<file path="config.mk">
export PLATFORM = sky130hd
export DESIGN_NAME = ram_streamer_flat
export DESIGN_NICKNAME = d
export VERILOG_FILES = /design/src/rtl/ram_streamer_if.sv /design/src/rtl/ram_streamer.sv /design/src/flat_wrapper.sv
export SDC_FILE = /design/constraint.sdc
export NUM_CORES = 1
export LEC_CHECK = 0
export ABC_AREA = 0
export CAP_MARGIN = 20
export CORE_ASPECT_RATIO = 0.8
export CORE_UTILIZATION = 39
export DETAILED_ROUTE_END_ITERATION = 10
export GPL_TIMING_DRIVEN = 1
export PLACE_DENSITY = 0.76
export SLEW_MARGIN = 20
export SYNTH_ARGS = -nofsm -noshare
export SYNTH_HDL_FRONTEND = slang
export SYNTH_SLANG_ARGS = --single-unit
export TNS_END_PERCENT = 10
</file>
<file path="constraint.sdc">
create_clock -name clk -period 1.8 [get_ports clk]
set_clock_uncertainty 0.15 [all_clocks]
set_input_delay 0.45 -clock clk [delete_from_list [all_inputs] [get_ports clk]]
set_output_delay 0.45 -clock clk [all_outputs]
set_load 0.01 [all_outputs]
</file>
<file path="src/rtl/ram_streamer_if.sv">
// ram_streamer_if: bundles every non-clock/reset signal between ram_streamer,
// its command source, its load producer, its dump consumer and the RAM.
//   master modport : the streamer side (drives busy/done, stream outputs, RAM pins)
//   slave modport  : the environment side (commands, stream inputs, RAM data_out)
// Signals:
//   start/mode/base_addr/length : operation request, sampled in IDLE
//   busy/done                   : status
//   in_data/in_valid/in_ready   : load word stream
//   out_data/out_valid/out_ready: dump word stream
//   ram_enable/ram_address/ram_data_in/ram_data_out : single-port RAM pins
interface ram_streamer_if #(
  parameter int ADDRESS_BITS = 6,
  parameter int DATA_BITS    = 8
);
  logic                    start;
  logic                    mode;
  logic [ADDRESS_BITS-1:0] base_addr;
  logic [ADDRESS_BITS:0]   length;
  logic                    busy;
  logic                    done;
  logic [DATA_BITS-1:0]    in_data;
  logic                    in_valid;
  logic                    in_ready;
  logic [DATA_BITS-1:0]    out_data;
  logic                    out_valid;
  logic                    out_ready;
  logic                    ram_enable;
  logic [ADDRESS_BITS-1:0] ram_address;
  logic [DATA_BITS-1:0]    ram_data_in;
  logic [DATA_BITS-1:0]    ram_data_out;

  modport master (
    input  start, mode, base_addr, length,
    input  in_data, in_valid, out_ready, ram_data_out,
    output busy, done, in_ready, out_data, out_valid,
    output ram_enable, ram_address, ram_data_in
  );

  modport slave (
    output start, mode, base_addr, length,
    output in_data, in_valid, out_ready, ram_data_out,
    input  busy, done, in_ready, out_data, out_valid,
    input  ram_enable, ram_address, ram_data_in
  );
endinterface

</file>
<file path="src/rtl/ram_streamer.sv">
// ram_streamer: sequencing master for a single-port RAM with registered
// data_out. A load fills a contiguous (wrapping) address window from a
// valid/ready word stream; a dump reads a window back out as a valid/ready
// stream, hiding the RAM's one-cycle read latency from the consumer.
// Ports:
//   clk   : rising-edge clock
//   reset : asynchronous active-high reset, returns to IDLE
//   bus   : ram_streamer_if.master (command, status, both streams, RAM pins)
module ram_streamer #(
  parameter int ADDRESS_BITS = 6,
  parameter int DATA_BITS    = 8
) (
  input  logic           clk,
  input  logic           reset,
  ram_streamer_if.master bus
);

  typedef enum logic [2:0] {
    S_IDLE,
    S_LOAD,
    S_DUMP_ADDR,
    S_DUMP_CAP,
    S_DUMP_OUT,
    S_DONE
  } state_t;

  localparam logic [ADDRESS_BITS-1:0] ADDR_ONE = 1;
  localparam logic [ADDRESS_BITS:0]   REM_ONE  = 1;

  state_t                  r_state,     w_state_nxt;
  logic [ADDRESS_BITS-1:0] r_addr,      w_addr_nxt;
  logic [ADDRESS_BITS:0]   r_remaining, w_remaining_nxt;
  logic [DATA_BITS-1:0]    r_out_data,  w_out_data_nxt;
  logic                    r_out_valid, w_out_valid_nxt;

  always_ff @(posedge clk or posedge reset) begin
    if (reset) begin
      r_state     <= S_IDLE;
      r_addr      <= '0;
      r_remaining <= '0;
      r_out_data  <= '0;
      r_out_valid <= 1'b0;
    end else begin
      r_state     <= w_state_nxt;
      r_addr      <= w_addr_nxt;
      r_remaining <= w_remaining_nxt;
      r_out_data  <= w_out_data_nxt;
      r_out_valid <= w_out_valid_nxt;
    end
  end

  always_comb begin
    w_state_nxt     = r_state;
    w_addr_nxt      = r_addr;
    w_remaining_nxt = r_remaining;
    w_out_data_nxt  = r_out_data;
    w_out_valid_nxt = r_out_valid;
    bus.busy        = (r_state != S_IDLE);
    bus.done        = 1'b0;
    bus.in_ready    = 1'b0;
    bus.ram_enable  = 1'b0;
    // The address pins always follow addr; only LOAD drives write data.
    bus.ram_address = r_addr;
    bus.ram_data_in = '0;

    case (r_state)
      S_IDLE: begin
        if (bus.start) begin
          w_addr_nxt      = bus.base_addr;
          w_remaining_nxt = bus.length;
          if (bus.length == '0)  w_state_nxt = S_DONE;
          else if (bus.mode)     w_state_nxt = S_DUMP_ADDR;
          else                   w_state_nxt = S_LOAD;
        end
      end
      S_LOAD: begin
        // in_ready is constant here, so the write strobe is just in_valid.
        bus.in_ready    = 1'b1;
        bus.ram_enable  = bus.in_valid;
        bus.ram_data_in = bus.in_data;
        if (bus.in_valid) begin
          w_addr_nxt      = r_addr + ADDR_ONE;
          w_remaining_nxt = r_remaining - REM_ONE;
          if (r_remaining == REM_ONE) w_state_nxt = S_DONE;
        end
      end
      S_DUMP_ADDR: begin
        w_state_nxt = S_DUMP_CAP;
      end
      S_DUMP_CAP: begin
        // RAM data_out now reflects the address presented last cycle.
        w_out_data_nxt  = bus.ram_data_out;
        w_out_valid_nxt = 1'b1;
        w_state_nxt     = S_DUMP_OUT;
      end
      S_DUMP_OUT: begin
        if (bus.out_ready) begin
          w_out_valid_nxt = 1'b0;
          w_addr_nxt      = r_addr + ADDR_ONE;
          w_remaining_nxt = r_remaining - REM_ONE;
          w_state_nxt     = (r_remaining == REM_ONE) ? S_DONE : S_DUMP_ADDR;
        end
      end
      S_DONE: begin
        bus.done    = 1'b1;
        w_state_nxt = S_IDLE;
      end
      default: begin
        w_state_nxt = S_IDLE;
      end
    endcase
  end

  assign bus.out_data  = r_out_data;
  assign bus.out_valid = r_out_valid;

endmodule

</file>
<file path="src/flat_wrapper.sv">
// flat-port wrapper written by rule: the top's interface ports become plain ports
module ram_streamer_flat 
#(
  parameter int ADDRESS_BITS = 6,
  parameter int DATA_BITS    = 8
)
  (clk, reset, bus_start, bus_mode, bus_base_addr, bus_length, bus_in_data, bus_in_valid, bus_out_ready, bus_ram_data_out, bus_busy, bus_done, bus_in_ready, bus_out_data, bus_out_valid, bus_ram_enable, bus_ram_address, bus_ram_data_in);
  ram_streamer_if #(.ADDRESS_BITS(ADDRESS_BITS), .DATA_BITS(DATA_BITS)) bus_i ();
  input  logic clk;
  input  logic reset;
  input wire logic [$bits(bus_i.start)-1:0] bus_start;
  input wire logic [$bits(bus_i.mode)-1:0] bus_mode;
  input wire logic [$bits(bus_i.base_addr)-1:0] bus_base_addr;
  input wire logic [$bits(bus_i.length)-1:0] bus_length;
  input wire logic [$bits(bus_i.in_data)-1:0] bus_in_data;
  input wire logic [$bits(bus_i.in_valid)-1:0] bus_in_valid;
  input wire logic [$bits(bus_i.out_ready)-1:0] bus_out_ready;
  input wire logic [$bits(bus_i.ram_data_out)-1:0] bus_ram_data_out;
  output wire logic [$bits(bus_i.busy)-1:0] bus_busy;
  output wire logic [$bits(bus_i.done)-1:0] bus_done;
  output wire logic [$bits(bus_i.in_ready)-1:0] bus_in_ready;
  output wire logic [$bits(bus_i.out_data)-1:0] bus_out_data;
  output wire logic [$bits(bus_i.out_valid)-1:0] bus_out_valid;
  output wire logic [$bits(bus_i.ram_enable)-1:0] bus_ram_enable;
  output wire logic [$bits(bus_i.ram_address)-1:0] bus_ram_address;
  output wire logic [$bits(bus_i.ram_data_in)-1:0] bus_ram_data_in;
  assign bus_i.start = bus_start;
  assign bus_i.mode = bus_mode;
  assign bus_i.base_addr = bus_base_addr;
  assign bus_i.length = bus_length;
  assign bus_i.in_data = bus_in_data;
  assign bus_i.in_valid = bus_in_valid;
  assign bus_i.out_ready = bus_out_ready;
  assign bus_i.ram_data_out = bus_ram_data_out;
  assign bus_busy = bus_i.busy;
  assign bus_done = bus_i.done;
  assign bus_in_ready = bus_i.in_ready;
  assign bus_out_data = bus_i.out_data;
  assign bus_out_valid = bus_i.out_valid;
  assign bus_ram_enable = bus_i.ram_enable;
  assign bus_ram_address = bus_i.ram_address;
  assign bus_ram_data_in = bus_i.ram_data_in;
  ram_streamer #(.ADDRESS_BITS(ADDRESS_BITS), .DATA_BITS(DATA_BITS)) u_core (.clk(clk), .reset(reset), .bus(bus_i));
endmodule
</file>
* Word-level counts from Yosys, hierarchy flattened
Index checks and enable logic that the tools add are counted.
** Cells by class
- Add/subtract/negate cells :: 2
- Equal/unequal tests :: 10
- Multiplexer cells :: 22
- Reduce and logical (&&, ||, !) cells :: 8
** Operator list (count)
- two-way mux 7 bit :: 3
- one-hot mux 7 bit (3 select lines) :: 1
- two-way mux 3 bit :: 6
- two-way mux 6 bit :: 3
- one-hot mux 6 bit (3 select lines) :: 1
- one-hot mux 3 bit (5 select lines) :: 1
- two-way mux 8 bit :: 1
- AND reduction 4 bit :: 2
- == test 7 x 1 -> 1 bit (second input constant) :: 1
- logical NOT 7 bit :: 1
- subtractor 7 x 1 -> 7 bit (second input constant) :: 1
- adder 6 x 1 -> 6 bit (second input constant) :: 1
- == test 3 x 2 -> 1 bit (second input constant) :: 2
- == test 3 bit (second input constant) :: 2
- inequality test 2 bit (second input constant) :: 3
- nonzero test 3 bit :: 2
- two-way mux 1 bit :: 4
- == test 3 x 1 -> 1 bit (second input constant) :: 1
- logical NOT 3 bit :: 1
- two-way mux 2 bit :: 1
- inequality test 2 x 1 -> 1 bit (second input constant) :: 1
- one-hot mux 1 bit (2 select lines) :: 1
- AND reduction 2 bit :: 1
- nonzero test 2 bit :: 1
** Word-level totals
- Register bits :: 25
- Input bits :: 35

* Longest topological paths before layout
- Word-level depth :: 4
- Depth in mapped cells :: 6
- Gate-level depth less buffers :: 6

* Worst setup path after synthesis
No wires, ideal clock.
- Path kind :: flip-flop to output port
- Start :: register u_core.r_state[2]
- End :: output port bus_ram_enable
- Arrival :: 1.154 ns
- Required time :: 1.200 ns
- Path slack :: 0.046 ns
- Cell stages (with the launch flop) :: 5
- Cells stage by stage :: dfrtp_1 -> buf_6 -> nor3b_1 -> buf_2 -> and2_1
** Between the ends
- Longest elaborated chain between the ends :: 2
** Ends and longest elaborated chain
- from (decl) :: RTL line ram_streamer.sv:30 : state_t r_state, w_state_nxt;
- from (signal assigned) :: RTL line ram_streamer.sv:44 : r_state <= w_state_nxt;
- == test 3 x 1 -> 1 bit :: RTL line ram_streamer.sv:66 : case (r_state)
- two-way mux 1 bit :: RTL line ram_streamer.sv:66
- to (decl) :: RTL line flat_wrapper.sv:24 : output wire logic [$bits(bus_i.ram_enable)-1:0] bus_ram_enable;
Every way passes these cells.

* Worst setup path after layout
- Start :: register u_core.r_state[2]
- End :: output port bus_ram_data_in[6]
** Between the ends
- Longest elaborated chain between the ends :: 2
** Ends and longest elaborated chain
- == test 3 x 1 -> 1 bit :: RTL line ram_streamer.sv:66
- two-way mux 8 bit :: RTL line ram_streamer.sv:66
- to (decl) :: RTL line flat_wrapper.sv:26 : output wire logic [$bits(bus_i.ram_data_in)-1:0] bus_ram_data_in;
Every way passes these cells.

==> reports/results.tsv <==
stage	metric	value	unit
clock_network	clkSinkCount	25	
critical_path	cp-end-kind	output port	
sta	hold_viol	0	
critical_path	cp_max_fo	3	
critical_path	required	1.20	ns
finish	fillers	312	
yosys	synth_ff_type	dfrtp_1	
yosys	syn-num-nets	201	
floorplan	num_rows	20	
placement	port_buffers	61	
yosys	synth.yosys.seq_area_share	40.72	%
routing	drtIter0Drc	59	
floorplan	ios	62	
floorplan	die_w	72.18	µm
placement	dpl.cell_count	298	
power	vdd_drop_max	0.9470	mV
clock_network	cts_root_buf	clkbuf_8	
floorplan	die_h	58.14	µm
routing	ant_nets	0	
global_routing	grt_pass1_vias	1449	
min_path	hold_path.class	register to register	
finish	stdcell_area	0.002499	mm²
routing	drt-met1-wl	1942	µm
sta	final.min_clock_period	2.019	ns
routing	dr_wl_met3	266	µm
yosys	synth_top_area_share	40.72	%
sta	fin_crit_sh	112.2	%
floorplan	core_area	0.003779	mm²
sta	setup_violations	22	
power	p_leak	1.155	nW
critical_path	path_class	register to output port	
placement	dp_hpwl	2910	µm
yosys	synth_cell_types	41	
sta	slew-limit-headroom	77.91	%
sta	worst_pin_slew	0.3314	ns
clock_network	cts_buffers	3	
yosys	post-synth-top-area-cell	dfrtp_1	
global_routing	grt_pass1_wl	6486	µm
sta	final.setup.tns	-2.726	ns
power	p_per_area	1852	mW/mm²
yosys	synth.most_common_cell	dfrtp_1	
routing	num_vias	1551	
clock_network	clkLatencyLatePin	0.27	ns
yosys	syn_area	0.001536	mm²
global_routing	grt_use_total	20.10	%
routing	wirelength	4078	µm
finish	final_layout_size_suffix_gt1_share	26.69	%
yosys	netlist_top_cells_area	dfrtp_1, mux2_2, and2_1	
run_status	violations	negative setup slack	
routing	drc	0	
clock_network	cts_tree	done	
job	drv_cap	0	
finish	fin_cells	306	
sta	fmax	495.3	MHz
yosys	synth_cells	163	
floorplan	die-area	0.004196	mm²
clock_network	htree_num_levels	1	
clock_network	cts_max_path_buffers	2	
sta	grt_setup_unrepaired	true	
clock_network	path_clk_slew	0.09	ns
routing	first_pass_iters	4	
critical_path	crit_arrival	1.42	ns
floorplan	start_util	40.66	%
routing	wire_per_inst	13.33	µm
yosys	yosysWarnings	0	
yosys	syn_area_per_cell	9.426	µm²
sta	slew_violations	0	
finish	fin_nets	290	
routing	highest_layer	met4	
global_routing	antenna_found_initial	0	
placement	gp_congestion	0.8608	
sta	setup_ws	-0.2190	ns
finish	syn_to_final_growth	62.62	%
power	power	4.627	mW
critical_path	start_kind	register	
routing	vias_per_cell	5.069	
yosys	ys_ff_latch	25	
yosys	synth-edff-count	0	
run_status	outcome	finished, violations left	
yosys	async_reset_ff_share	100.0	%
finish	post-route-util	66.13	%
placement	dpl_cell_area	0.002372	mm²
finish	diodes	0	
yosys	synth_common_cells	dfrtp_1, a21oi_1, nor2_1	
routing	wl_met2	1849	µm
global_routing	grt_max_degree	26	
global_routing	gr-total-overflow	0	
worst max-delay path, stage by stage, from the launching register on:
cell and delay (ns):
dfrtp_1 0.40, nor3b_2 0.24, buf_2 0.17, buf_4 0.10, and2_1 0.11, buf_2 0.12
power breakdown:
group | switching [mW] | internal [mW] | total (mW)
Combinational | 1.44 | 1.79 | 3.23
Sequential | 0.208 | 0.848 | 1.06
Clock | 0.178 | 0.159 | 0.337
worst paths after layout:
path / startpoint / endpoint / slack (ns) / depth (start not counted)
max: u_core.r_state[2] / bus_ram_data_in[6] / -0.22 / 5
min in group asynchronous: reset / u_core.bus.ram_address[3] / 0.37 / 3
min: u_core.bus.out_data[3] / u_core.bus.out_data[3] / 0.35 / 1
min reg2reg: u_core.bus.out_data[3] / u_core.bus.out_data[3] / 0.35 / 1
max reg2reg: u_core.r_state[0] / u_core.bus.ram_address[0] / -0.15 / 9
max in group asynchronous: reset / u_core.bus.out_data[6] / 0.87 / 3
metrics by stage:
stage / worst slack, ns / hold slack (ns)
after global placement: -0.3887 / 0.3347
after global routing: -0.2929 / 0.3833
after floorplan: 0.04552 / 0.3112
final: -0.2190 / 0.3543
after detailed placement: -0.4121 / 0.3372
after CTS: -0.2197 / 0.3581
sequential cells by signal, indices dropped and copies added (netlist names):
signal,cells
u_core.bus.out_data,8
u_core.bus.out_valid,1
u_core.bus.ram_address,6
u_core.r_remaining,7
u_core.r_state,3
cell usage in the layout, fill, tap and decap left out, drive strengths merged, types with 3 or more instances in the layout:
master | netlist | layout
clkdlybuf4s50 | 0 | 37
dlygate4sd2 | 0 | 7
buf | 8 | 43
nor3b | 3 | 3
mux2i | 4 | 4
and2 | 12 | 12
mux2 | 9 | 9
a21oi | 12 | 12
o22a | 4 | 4
nand2 | 8 | 8
o22ai | 4 | 4
dfrtp | 25 | 25
nor2 | 12 | 12
inv | 6 | 6
nor2b | 4 | 4
nand2b | 3 | 3
dlymetal6s2s | 0 | 6
or3 | 3 | 3
ha | 3 | 3
o21ai | 6 | 6
clkbuf | 2 | 4
nor3 | 9 | 9
metal layers:
layer / up-vias / GRT usage (%)
met1: 730 / 26.89
met4: 0 / 3.361
met5: - / 0
met2: 57 / 33.11
met3: 3 / 5.565
li1: 761 / -
cells by family (layout without fill, tap and decap cells):
group | Yosys count | count (layout) | share of synthesized area, %
and+or+nand+nor | 67 | 67 | 23.86
AOI/OAI and AO/OA | 38 | 38 | 16.45
DFF | 25 | 25 | 40.72
buffers and inverters | 16 | 104 | 6.270
muxes | 13 | 13 | 9.202
adders and majority gates | 3 | 3 | 2.443
xor gates and xnor gates | 1 | 1 | 1.059
cell type report:
cell class                      instances  area [µm²]  share of cell area, %
Inverter                                6       22.52                 0.9014
Multi-Input combinational cell        122       867.1                  34.70
Tap cell                               55       68.82                  2.754
Timing Repair Buffer                   94       869.6                  34.80
Clock buffer                            4       45.04                  1.803
Sequential cell                        25       625.6                  25.04
repair_timing:
item / 4_1_cts / 5_1_grt
cloned: 1 / 0
hold endpoints to repair: 0 / 0
pin swaps: 8 / 2
buffers inserted: 4 / 0
hold buffers: 0 / 0
resized for setup: 66 / 17
endpoints found under the setup margin: 31 / 31
Power figures use the tool's default switching activity.
